`src/rtl/map_dlatch_pkg.sv`:
```
// Shared constants and field-mapping helper for the discrete-latch mapper.
// Used by map_dlatch and its testbench.
package map_dlatch_pkg;

  localparam int MODE_NINA  = 0;
  localparam int MODE_GXROM = 1;
  localparam int MODE_CD    = 2;

  localparam logic [7:0] SS_PRG  = 8'd0;
  localparam logic [7:0] SS_CHR  = 8'd1;
  localparam logic [7:0] SS_MIR  = 8'd2;
  localparam logic [7:0] SS_WCNT = 8'd3;
  localparam logic [7:0] SS_IDX  = 8'd127;

  typedef struct packed {
    logic [3:0] prg;
    logic [3:0] chr;
    logic       mir_we;
    logic       mir;
  } fields_t;

  function automatic fields_t map_fields(
    input int         mode,
    input logic [7:0] d
  );
    fields_t f;
    f = '0;
    case (mode)
      MODE_GXROM: begin
        f.prg = {2'b00, d[5:4]};
        f.chr = {2'b00, d[1:0]};
      end
      MODE_CD: begin
        f.prg = {2'b00, d[1:0]};
        f.chr = d[7:4];
      end
      default: begin
        f.prg    = {1'b0, d[5:3]};
        f.chr    = {d[6], d[2:0]};
        f.mir_we = 1'b1;
        f.mir    = d[7];
      end
    endcase
    return f;
  endfunction

endpackage

```
`src/rtl/m2_edge_sync.sv`:
```
// Two-flop synchroniser for the CPU M2 strobe with a falling-edge pulse.
// Generic so other mappers can reuse it.
module m2_edge_sync (
  input  logic clk,
  input  logic rst_n,
  input  logic async_in,
  output logic sync_hi,
  output logic fall
);

  logic sync0;
  logic sync1;
  logic sync_d;

  always_ff @(posedge clk or negedge rst_n) begin
    if (!rst_n) begin
      sync0  <= 1'b0;
      sync1  <= 1'b0;
      sync_d <= 1'b0;
    end else begin
      sync0  <= async_in;
      sync1  <= sync0;
      sync_d <= sync1;
    end
  end

  assign sync_hi = sync1;
  assign fall    = sync_d & ~sync1;

endmodule

```
`src/rtl/map_dlatch.sv`:
```
// Discrete-latch mapper core: NINA-03/06, Sachen 113, GxROM, Color Dreams.
// Latches bank/mirroring from a decoded CPU write on the M2 falling edge.
module map_dlatch
  import map_dlatch_pkg::*;
#(
  parameter int          MODE         = MODE_NINA,
  parameter int          PRG_BITS     = 3,
  parameter int          CHR_BITS     = 4,
  parameter logic [15:0] DEC_MASK     = 16'hE100,
  parameter logic [15:0] DEC_MATCH    = 16'h4100,
  parameter bit          BUS_CONFLICT = 1'b0
) (
  input  logic        clk,
  input  logic        rst_n,
  input  logic        m2,
  input  logic        cpu_ce,
  input  logic        cpu_rw,
  input  logic [15:0] cpu_addr,
  input  logic [7:0]  cpu_dat,
  input  logic [7:0]  rom_dat,
  input  logic [13:0] ppu_addr,
  input  logic        ppu_oe,
  input  logic        cfg_mir_v,
  input  logic        ss_act,
  input  logic        ss_we,
  input  logic [7:0]  ss_addr,
  output logic [18:0] prg_addr,
  output logic [16:0] chr_addr,
  output logic        ciram_a10,
  output logic        ciram_ce,
  output logic        rom_ce,
  output logic        prg_oe,
  output logic        chr_oe,
  output logic [7:0]  ss_rdat
);

  localparam logic [3:0] PRG_MASK = 4'((1 << PRG_BITS) - 1);
  localparam logic [3:0] CHR_MASK = 4'((1 << CHR_BITS) - 1);

  logic        m2_hi;
  logic        m2_fall;
  logic [14:0] h_addr;
  logic        h_ce;
  logic [7:0]  h_dat;
  logic        h_rw;
  logic [7:0]  rom_dat_h;
  logic [3:0]  prg;
  logic [3:0]  chr;
  logic        mir;
  logic [7:0]  wr_cnt;
  logic [7:0]  d_eff;
  logic        dec_hit;
  logic        cpu_wr;
  logic        ss_wr;
  fields_t     fld;
  logic        unused_bits;

  // Bit 15 comes from cpu_ce, so the raw bus bit is ignored.
  assign unused_bits = cpu_addr[15];

  m2_edge_sync u_sync (
    .clk      (clk),
    .rst_n    (rst_n),
    .async_in (m2),
    .sync_hi  (m2_hi),
    .fall     (m2_fall)
  );

  always_ff @(posedge clk or negedge rst_n) begin
    if (!rst_n) begin
      h_addr    <= '0;
      h_ce      <= 1'b0;
      h_dat     <= '0;
      h_rw      <= 1'b0;
      rom_dat_h <= '0;
    end else if (m2_hi) begin
      h_addr    <= cpu_addr[14:0];
      h_ce      <= cpu_ce;
      h_dat     <= cpu_dat;
      h_rw      <= cpu_rw;
      rom_dat_h <= rom_dat;
    end
  end

  assign dec_hit = (({h_ce, h_addr} & DEC_MASK) == DEC_MATCH);
  assign cpu_wr  = m2_fall & ~h_rw & dec_hit & ~ss_act;
  assign ss_wr   = m2_fall & ss_act & ss_we;
  assign d_eff   = BUS_CONFLICT ? (h_dat & rom_dat_h) : h_dat;
  assign fld     = map_fields(MODE, d_eff);

  always_ff @(posedge clk or negedge rst_n) begin
    if (!rst_n) begin
      prg    <= '0;
      chr    <= '0;
      mir    <= 1'b0;
      wr_cnt <= '0;
    end else if (ss_wr) begin
      unique case (1'b1)
        (ss_addr == SS_PRG):  prg    <= h_dat[3:0] & PRG_MASK;
        (ss_addr == SS_CHR):  chr    <= h_dat[3:0] & CHR_MASK;
        (ss_addr == SS_MIR):  mir    <= h_dat[0];
        (ss_addr == SS_WCNT): wr_cnt <= h_dat;
        default: ;
      endcase
    end else if (cpu_wr) begin
      prg <= fld.prg & PRG_MASK;
      chr <= fld.chr & CHR_MASK;
      if (fld.mir_we) mir <= fld.mir;
      if (wr_cnt != 8'hFF) wr_cnt <= wr_cnt + 8'd1;
    end
  end

  always_comb begin
    ss_rdat = 8'hFF;
    unique case (1'b1)
      (ss_addr == SS_PRG):  ss_rdat = {4'h0, prg};
      (ss_addr == SS_CHR):  ss_rdat = {4'h0, chr};
      (ss_addr == SS_MIR):  ss_rdat = {7'h00, mir};
      (ss_addr == SS_WCNT): ss_rdat = wr_cnt;
      (ss_addr == SS_IDX):  ss_rdat = 8'(MODE);
      default:              ss_rdat = 8'hFF;
    endcase
  end

  assign prg_addr  = {prg, cpu_addr[14:0]};
  assign chr_addr  = {chr, ppu_addr[12:0]};
  assign ciram_a10 = (mir | cfg_mir_v) ? ppu_addr[10] : ppu_addr[11];
  assign ciram_ce  = ~ppu_addr[13];
  assign rom_ce    = ~cpu_ce;
  assign prg_oe    = cpu_rw;
  assign chr_oe    = ~ppu_oe;

endmodule

```
`config.mk`:
```
export PLATFORM = sky130hd
export DESIGN_NAME = map_dlatch
export DESIGN_NICKNAME = d
export VERILOG_FILES = /design/src/rtl/map_dlatch_pkg.sv /design/src/rtl/m2_edge_sync.sv /design/src/rtl/map_dlatch.sv
export SDC_FILE = /design/constraint.sdc
export NUM_CORES = 1
export LEC_CHECK = 0
export ABC_AREA = 0
export CAP_MARGIN = 20
export CORE_AREA = 2 2 72 80
export CTS_CLUSTER_DIAMETER = 50
export DETAILED_ROUTE_END_ITERATION = 10
export DIE_AREA = 0 0 74 82
export GPL_ROUTABILITY_DRIVEN = 0
export GPL_TIMING_DRIVEN = 0
export PLACE_DENSITY = 0.79
export SLEW_MARGIN = 30
export SYNTH_ARGS = -nofsm -noshare
export SYNTH_HDL_FRONTEND = slang
export SYNTH_SLANG_ARGS = --single-unit
export TNS_END_PERCENT = 10
```
`constraint.sdc`:
```
create_clock -name clk -period 2.4 [get_ports clk]
set_clock_uncertainty 0.05 [all_clocks]
set_input_delay 0.48 -clock clk [delete_from_list [all_inputs] [get_ports clk]]
set_output_delay 0.48 -clock clk [all_outputs]
set_load 0.02 [all_outputs]
```
==> results of run 1 <==
[cells in the mapped netlist (all sizes together)]
library cell	instances	area, um^2
nor2	7	26.3
mux2	18	203
o31ai	1	21.3
o21a	2	15.0
or4	1	11.3
nor3	1	5.00
nor4	1	21.3
o22ai	2	12.5
nand4	2	12.5
and3	2	12.5
nand2b	1	6.26
or3	3	18.8
nand3b	1	7.51
mux2i	2	20.0
a31o	1	8.76
nor4b	1	15.0
a211oi	1	7.51
nand4b	2	32.5
clkbuf	3	11.3
o2bb2ai	1	27.5
a31oi	2	12.5
a22oi	2	15.0
dfrtp	32	801
and4	2	18.8
o21ai	14	70.1
nor2b	1	13.8
a21oi	10	50.1
conb	1	3.75
a22o	1	8.76
mux4	1	22.5
a21o	2	15.0
buf	36	267
nand3	4	20.0
inv	6	22.5
o22a	2	17.5
nand2	24	95.1
ha	1	12.5
and2	2	13.8
o211a	1	10.0
[stage by stage]
step                      power, mW  setup slack [ns]
final                          1.46            0.0418
after detailed placement       1.04            -0.655
after global routing           1.54           -0.0426
after floorplan               0.846             0.305
after global placement         1.03            -0.541
after CTS                      1.48           0.00716
[cells by family (layout without fill, tap and decap cells)]
| logic type | after synthesis | after routing | synth area share |
|---|---|---|---|
| adder cells (fa/ha/maj) | 1 | 1 | 0.00630 |
| AO/OA/AOI/OAI | 42 | 42 | 0.147 |
| flip-flops | 32 | 32 | 0.404 |
| multiplexers | 21 | 21 | 0.124 |
| other | 1 | 1 | 0.00189 |
| AND/OR/NAND/NOR | 55 | 55 | 0.166 |
| buffers and inverters | 45 | 130 | 0.151 |
[power breakdown]
group	total (mW)	switching [mW]	internal [mW]
sequential	0.642	0.0489	0.593
combinational	0.381	0.163	0.219
clock	0.438	0.183	0.255
[state kept, by name, indices dropped and copies added, names as in the netlist]
signal          cells
h_addr              3
prg                 3
wr_cnt              8
h_rw                1
u_sync.sync0        1
u_sync.sync_hi      1
u_sync.sync_d       1
h_ce                1
d_eff               8
mir                 1
chr                 4
[layer usage]
| metal | vias to the layer above | wire length (um) |
|---|---|---|
| met2 | 75 | 2430 |
| met3 | 6 | 347 |
| li1 | 832 | - |
| met4 | 0 | 87 |
| met5 | - | 0 |
| met1 | 814 | 1910 |
[final cells by class]
class	instances	area [um^2]	share of cell area
multi-input cells	120	897	0.304
inverters	6	22.5	0.00764
plain buffers	39	278	0.0943
well taps	75	93.8	0.0318
repair buffers	78	758	0.257
clock buffers	7	96.3	0.0327
flip-flops and latches	32	801	0.272
[worst paths after layout]
path	endpoint	cells past startpoint	slack, ns	start
setup / recovery	ss_rdat[0]	6	0.04	ss_addr[2]
hold / removal	h_ce	1	0.03	rst_n
setup reg to reg	prg[1]	6	0.49	u_sync.sync_hi
hold reg to reg	u_sync.sync_hi	0	0.30	u_sync.sync0
max in group asynchronous	chr[2]	2	1.86	rst_n
min in group clk	u_sync.sync_hi	0	0.30	u_sync.sync0
[worst max-delay path, stage by stage]
cell and delay (ns):
dlygate4sd2_1 0.28, nor4_4 0.36, and2_4 0.23, nor2_1 0.05, a21o_1 0.15, clkdlybuf4s15_1 0.28
[repair_timing]
| action | CTS | global route |
|---|---|---|
| setup buffers | 0 | 1 |
| cloned | 0 | 0 |
| pin swaps | 2 | 3 |
| gates resized for setup | 32 | 6 |
| hold endpoints to repair | 0 | 0 |
| endpoints found under the setup margin | 8 | 6 |
==> out/qor.csv, run 1 <==
stage,metric,value,unit
logic_synthesis,syn_nets,261,
sta,Max Clock Freq,424,MHz
global_route,met1 GRT Util,0.197,
logic_synthesis,register bit total from synthesis,32,
placed_design,Placed Instances,349,
sta,Final Hold Vio Count,0,
drt,drt via density,4.84,
sta,pins over their slew limit,0,
layout,Filler cells,481,
global_route,pin count of the biggest net entering global routing,23,
layout,"commonest non-fill, non-tap cells in the layout","clkdlybuf4s50_1 (62), buf_4 (33), dfrtp_1 (32), nand2_1 (22), mux2_2 (18)",
clocking,Root Driver,clkbuf_8,
drt,drt drc,0,
logic_synthesis,Gate Count Post-Synth,197,
floorplanning,chip height,82,um
critical_path,"Req. time, crit path",1.87,ns
sta,hold_ws,0.0336,ns
logic_synthesis,Netlist Area Pre-Place,1980,um^2
floorplanning,Starting Density,0.375,
outcome,status,"complete, no violations",
power,power density over the cells,496,nW/um^2
placed_design,IO Port Bufs,76,
layout,fin area,2950,um^2
layout,fin nets,346,
power,peak supply drop,0.380,mV
clocking,Clock Pin Slew Worst Setup and Hold Paths,0.06,ns
sta,setup tns final,0,ns
sta,setup repair after global routing missed its margin,true,
critical_path,CP max FO,4,
layout,area added between synthesis and finish,48.5,%
floorplanning,die width,74,um
global_route,met2 Use GR,0.270,
sta,Final setup viols,0,
floorplanning,Die Area,6070,um^2
critical_path,CP Launch Type,input port,
global_route,global-route wire length before repair,7.40,mm
global_route,initial antenna violation count,0,
global_route,grt ovf,0,
sta,final period utilization,0.983,
job,max cap viols,0,
placed_design,DP Wirelength,3.80,mm
clocking,hold_buf cts,0,
logic_synthesis,Yosys warning count,0,
min_path,Worst Hold Class,in2async,
critical_path,CP Data Arrival Time,1.83,ns
drt,Pre-Repair DR Iteration Count,4,
power,LEAKAGE,1.31,nW
global_route,GRT busiest layer,met2,
clocking,"Clk Latency, worst-skew pair",0.28,ns
layout,final std cells w/o fill,357,
global_route,Global Route met3 Usage,0.0380,
critical_path,Worst setup EP type,primary output,
logic_synthesis,Synth cell types,46,
placed_design,dpl cell area,2860,um^2
sta,minimum clock period,2.36,ns
layout,"Core Util, Final",0.557,
floorplanning,# rows,28,
layout,ANT cells,0,
global_route,vias in the first global route,1591,
clocking,CTS sink cnt,32,
layout,layout cells sized above 1,0.298,
drt,1st-iter DRT viols,57,
clocking,Max Buffers Root-to-Sink,2,
global_route,gr usage total,0.162,
floorplanning,core area,5290,um^2
drt,DRT Wirelength,4.78,mm
logic_synthesis,post-synthesis sequential area ratio,0.404,
critical_path,Setup CP Type,in2out,
clocking,CTS H-tree depth,2,
drt,wire per inst,13.4,um
logic_synthesis,Mean Syn Cell Area,10.1,um^2
layout,"leading cell type in the layout, fill and taps excluded",clkdlybuf4s50_1,
floorplanning,# IOs,112,
clocking,Num CTS Buffers,5,
drt,post-route ant nets,0,
clocking,TritonCTS clock tree,yes,
drt,via count,1727,
No activity file was read; power rests on OpenSTA's default activity.
==> run 2: changes to the inputs <==
--- a/constraint.sdc
+++ b/constraint.sdc
@@ -3,3 +3,3 @@
 set_input_delay 0.48 -clock clk [delete_from_list [all_inputs] [get_ports clk]]
 set_output_delay 0.48 -clock clk [all_outputs]
-set_load 0.02 [all_outputs]
+set_load 0.05 [all_outputs]
==> run 2 against run 1 <==
  * First-iteration DRC count is 1.8% lower
  * Highest routed layer unchanged
  * Worst hold slack worse by 0.0010 ns
  * Sequential cell count stayed put
  * Power is 12% higher
  * Cell area is 1.5% higher
  * Combinational power is 31% higher
  * Worst setup slack better by 0.047 ns
  * Final cell count is 0.28% higher
  * Global-route usage is 0.36 points lower
==> out/qor.csv, run 2 (synthesized netlist as in run 1, its figures left out) <==
stage,metric,value,unit,change
outcome,status,"complete, no violations",,
floorplanning,Starting Density,0.375,,unchanged
global_route,global-route wire length before repair,7.29,mm,-1.5%
critical_path,CP Data Arrival Time,1.78,ns,-0.05 ns
global_route,gr usage total,0.158,,-0.00365
clocking,CTS H-tree depth,2,,unchanged
layout,fin nets,346,,unchanged
floorplanning,# rows,28,,unchanged
critical_path,crit path cell chain,dlygate4sd2_1 -> nor4_4 -> and2_4 -> nand2_2 -> o21ai_1 -> buf_4,,
sta,hold_ws,0.0326,ns,-0.00101 ns
layout,layout cells sized above 1,0.329,,+0.0307
critical_path,CP max FO,4,,unchanged
drt,wire per inst,13.3,um,-0.78%
sta,Final setup viols,0,,unchanged
sta,Final Hold Vio Count,0,,unchanged
min_path,Worst Hold Class,in2async,,
layout,ANT cells,0,,unchanged
layout,area added between synthesis and finish,50.7,%,
drt,Pre-Repair DR Iteration Count,4,,unchanged
clocking,CTS sink cnt,32,,unchanged
floorplanning,Die Area,6070,um^2,unchanged
power,LEAKAGE,1.34,nW,+2.1%
power,P_int,1.12,mW,+4.9%
clocking,Max Buffers Root-to-Sink,2,,unchanged
power,sw power,519,uW,+32%
global_route,pin count of the biggest net entering global routing,22,,-4.3%
clocking,"Clk Latency, worst-skew pair",0.28,ns,about the same
drt,1st-iter DRT viols,56,,-1.8%
drt,drt drc,0,,unchanged
power,register share of total power,0.392,,-0.048
floorplanning,die width,74,um,unchanged
placed_design,IO Port Bufs,76,,unchanged
power,Sw Share,0.317,,+0.0469
drt,drt via density,4.85,,+0.24%
critical_path,"Req. time, crit path",1.87,ns,about the same
critical_path,r2r setup slk,0.49,ns,about the same
critical_path,max incr delay on CP,0.33,ns,-0.03 ns
global_route,vias in the first global route,1617,,+1.6%
sta,Max Clock Freq,433,MHz,+2.0%
clocking,Root Driver,clkbuf_8,,
power,power density over the cells,548,nW/um^2,+10%
sta,worst-margin pin slew,0.519,ns,
floorplanning,chip height,82,um,unchanged
clocking,TritonCTS clock tree,yes,,
sta,Final WS setup,0.0885,ns,+0.0467 ns
placed_design,Placed Instances,349,,unchanged
layout,final std cells w/o fill,358,,+0.28%
placed_design,Placement Setup Slack,-0.802,ns,-0.147 ns
drt,via count,1736,,+0.52%
layout,"commonest non-fill, non-tap cells in the layout","clkdlybuf4s50_1 (56), buf_4 (38), dfrtp_1 (32), nand2_1 (21), mux2_2 (18)",,
job,max cap viols,0,,unchanged
drt,DRT Wirelength,4.75,mm,-0.50%
power,overall power,1.64,mW,+12%
sta,final period utilization,0.963,,-0.0195
global_route,grt ovf,0,,unchanged
clocking,Num CTS Buffers,5,,unchanged
global_route,initial antenna violation count,0,,unchanged
critical_path,"slowest stage cell, crit path",nor4_4,,
clocking,Clock Pin Slew Worst Setup and Hold Paths,0.06,ns,about the same
drt,post-route ant nets,0,,unchanged
layout,"leading cell type in the layout, fill and taps excluded",clkdlybuf4s50_1,,
critical_path,Setup CP Type,in2out,,
critical_path,CP Launch Type,input port,,
floorplanning,core area,5290,um^2,unchanged
sta,relative slew slack,0.653,,
floorplanning,# IOs,112,,unchanged
critical_path,Worst setup EP type,primary output,,
sta,pins over their slew limit,0,,unchanged
placed_design,DP Wirelength,3.81,mm,+0.14%
power,Clk pwr share,0.304,,+0.005
power,share of total power in combinational logic,0.304,,+0.043
sta,minimum clock period,2.31,ns,-0.0467 ns
power,peak supply drop,0.334,mV,-12%
## run 2: cell types whose count changed in the layout (fill, tap and decap cells not counted), sizes merged
cell / delta
clkbuf: -2
buf: +8
clkinv: +1
bufinv: +1
clkdlybuf4s15: -1
clkdlybuf4s50: -6
## run 2: power by group through the flow
stage                     Sequential [mW]  Clock [mW]  Combinational (mW)
final                               0.642       0.498               0.498
after floorplan                     0.699           0               0.263
after detailed placement            0.652           0               0.502
after global routing                0.649       0.532               0.528
after CTS                           0.642       0.507               0.501
after global placement              0.650           0               0.489
## run 2: worst paths after layout
kind | startpoint | to | cells past startpoint
worst max register to register | u_sync.sync_hi | prg[2] | 6
worst min register to register | u_sync.sync0 | u_sync.sync_hi | 0
min in group clk | u_sync.sync0 | u_sync.sync_hi | 0
worst max-delay path | ss_addr[3] | ss_rdat[3] | 6
worst min-delay path | rst_n | h_addr[14] | 1
max in group asynchronous | rst_n | chr[1] | 2
## run 2: final cells by class
type                       count  area [um^2]
sequential                    32          801
fill                         475         2300
clock inverter                 2         35.0
timing repair buffer          78          782
tap                           75         93.8
multi-input combinational    120          902
buffer                        39          282
inverter                       6         22.5
clock buffer                   6         72.6
## run 2: timing repair
item	CTS	global route
resized for setup	59	14
pin swaps	1	3
hold buffers	0	0
gates cloned	0	0
buffers inserted	0	1
setup endpoints to repair	9	13
## run 2: per-layer routing
| layer | share of wire | track usage | routed length [um] | vias up |
|---|---|---|---|---|
| li1 | - | - | - | 829 |
| met1 | 0.39 | 0.181 | 1840 | 835 |
| met2 | 0.52 | 0.279 | 2490 | 65 |
| met3 | 0.070 | 0.0393 | 332 | 7 |
| met4 | 0.019 | 0.0636 | 88 | 0 |
| met5 | 0 | 0 | 0 | - |
## run 2: worst max-delay path, delay by kind of cell
family | cells | cell delay [ns]
and+or+nand+nor | 3 | 0.64
buffers and inverters | 2 | 0.50
AOI/OAI and AO/OA | 1 | 0.17
## run 2: through the flow
step / util / setup TNS, ns / area [um^2]
after global placement: 0.537 / -5.95 / 2840
after global routing: 0.565 / -0.00410 / 2990
after CTS: 0.559 / 0 / 2960
final: 0.565 / 0 / 2990
after detailed placement: 0.541 / -6.87 / 2860
after floorplan: - / -0.367 / 1980
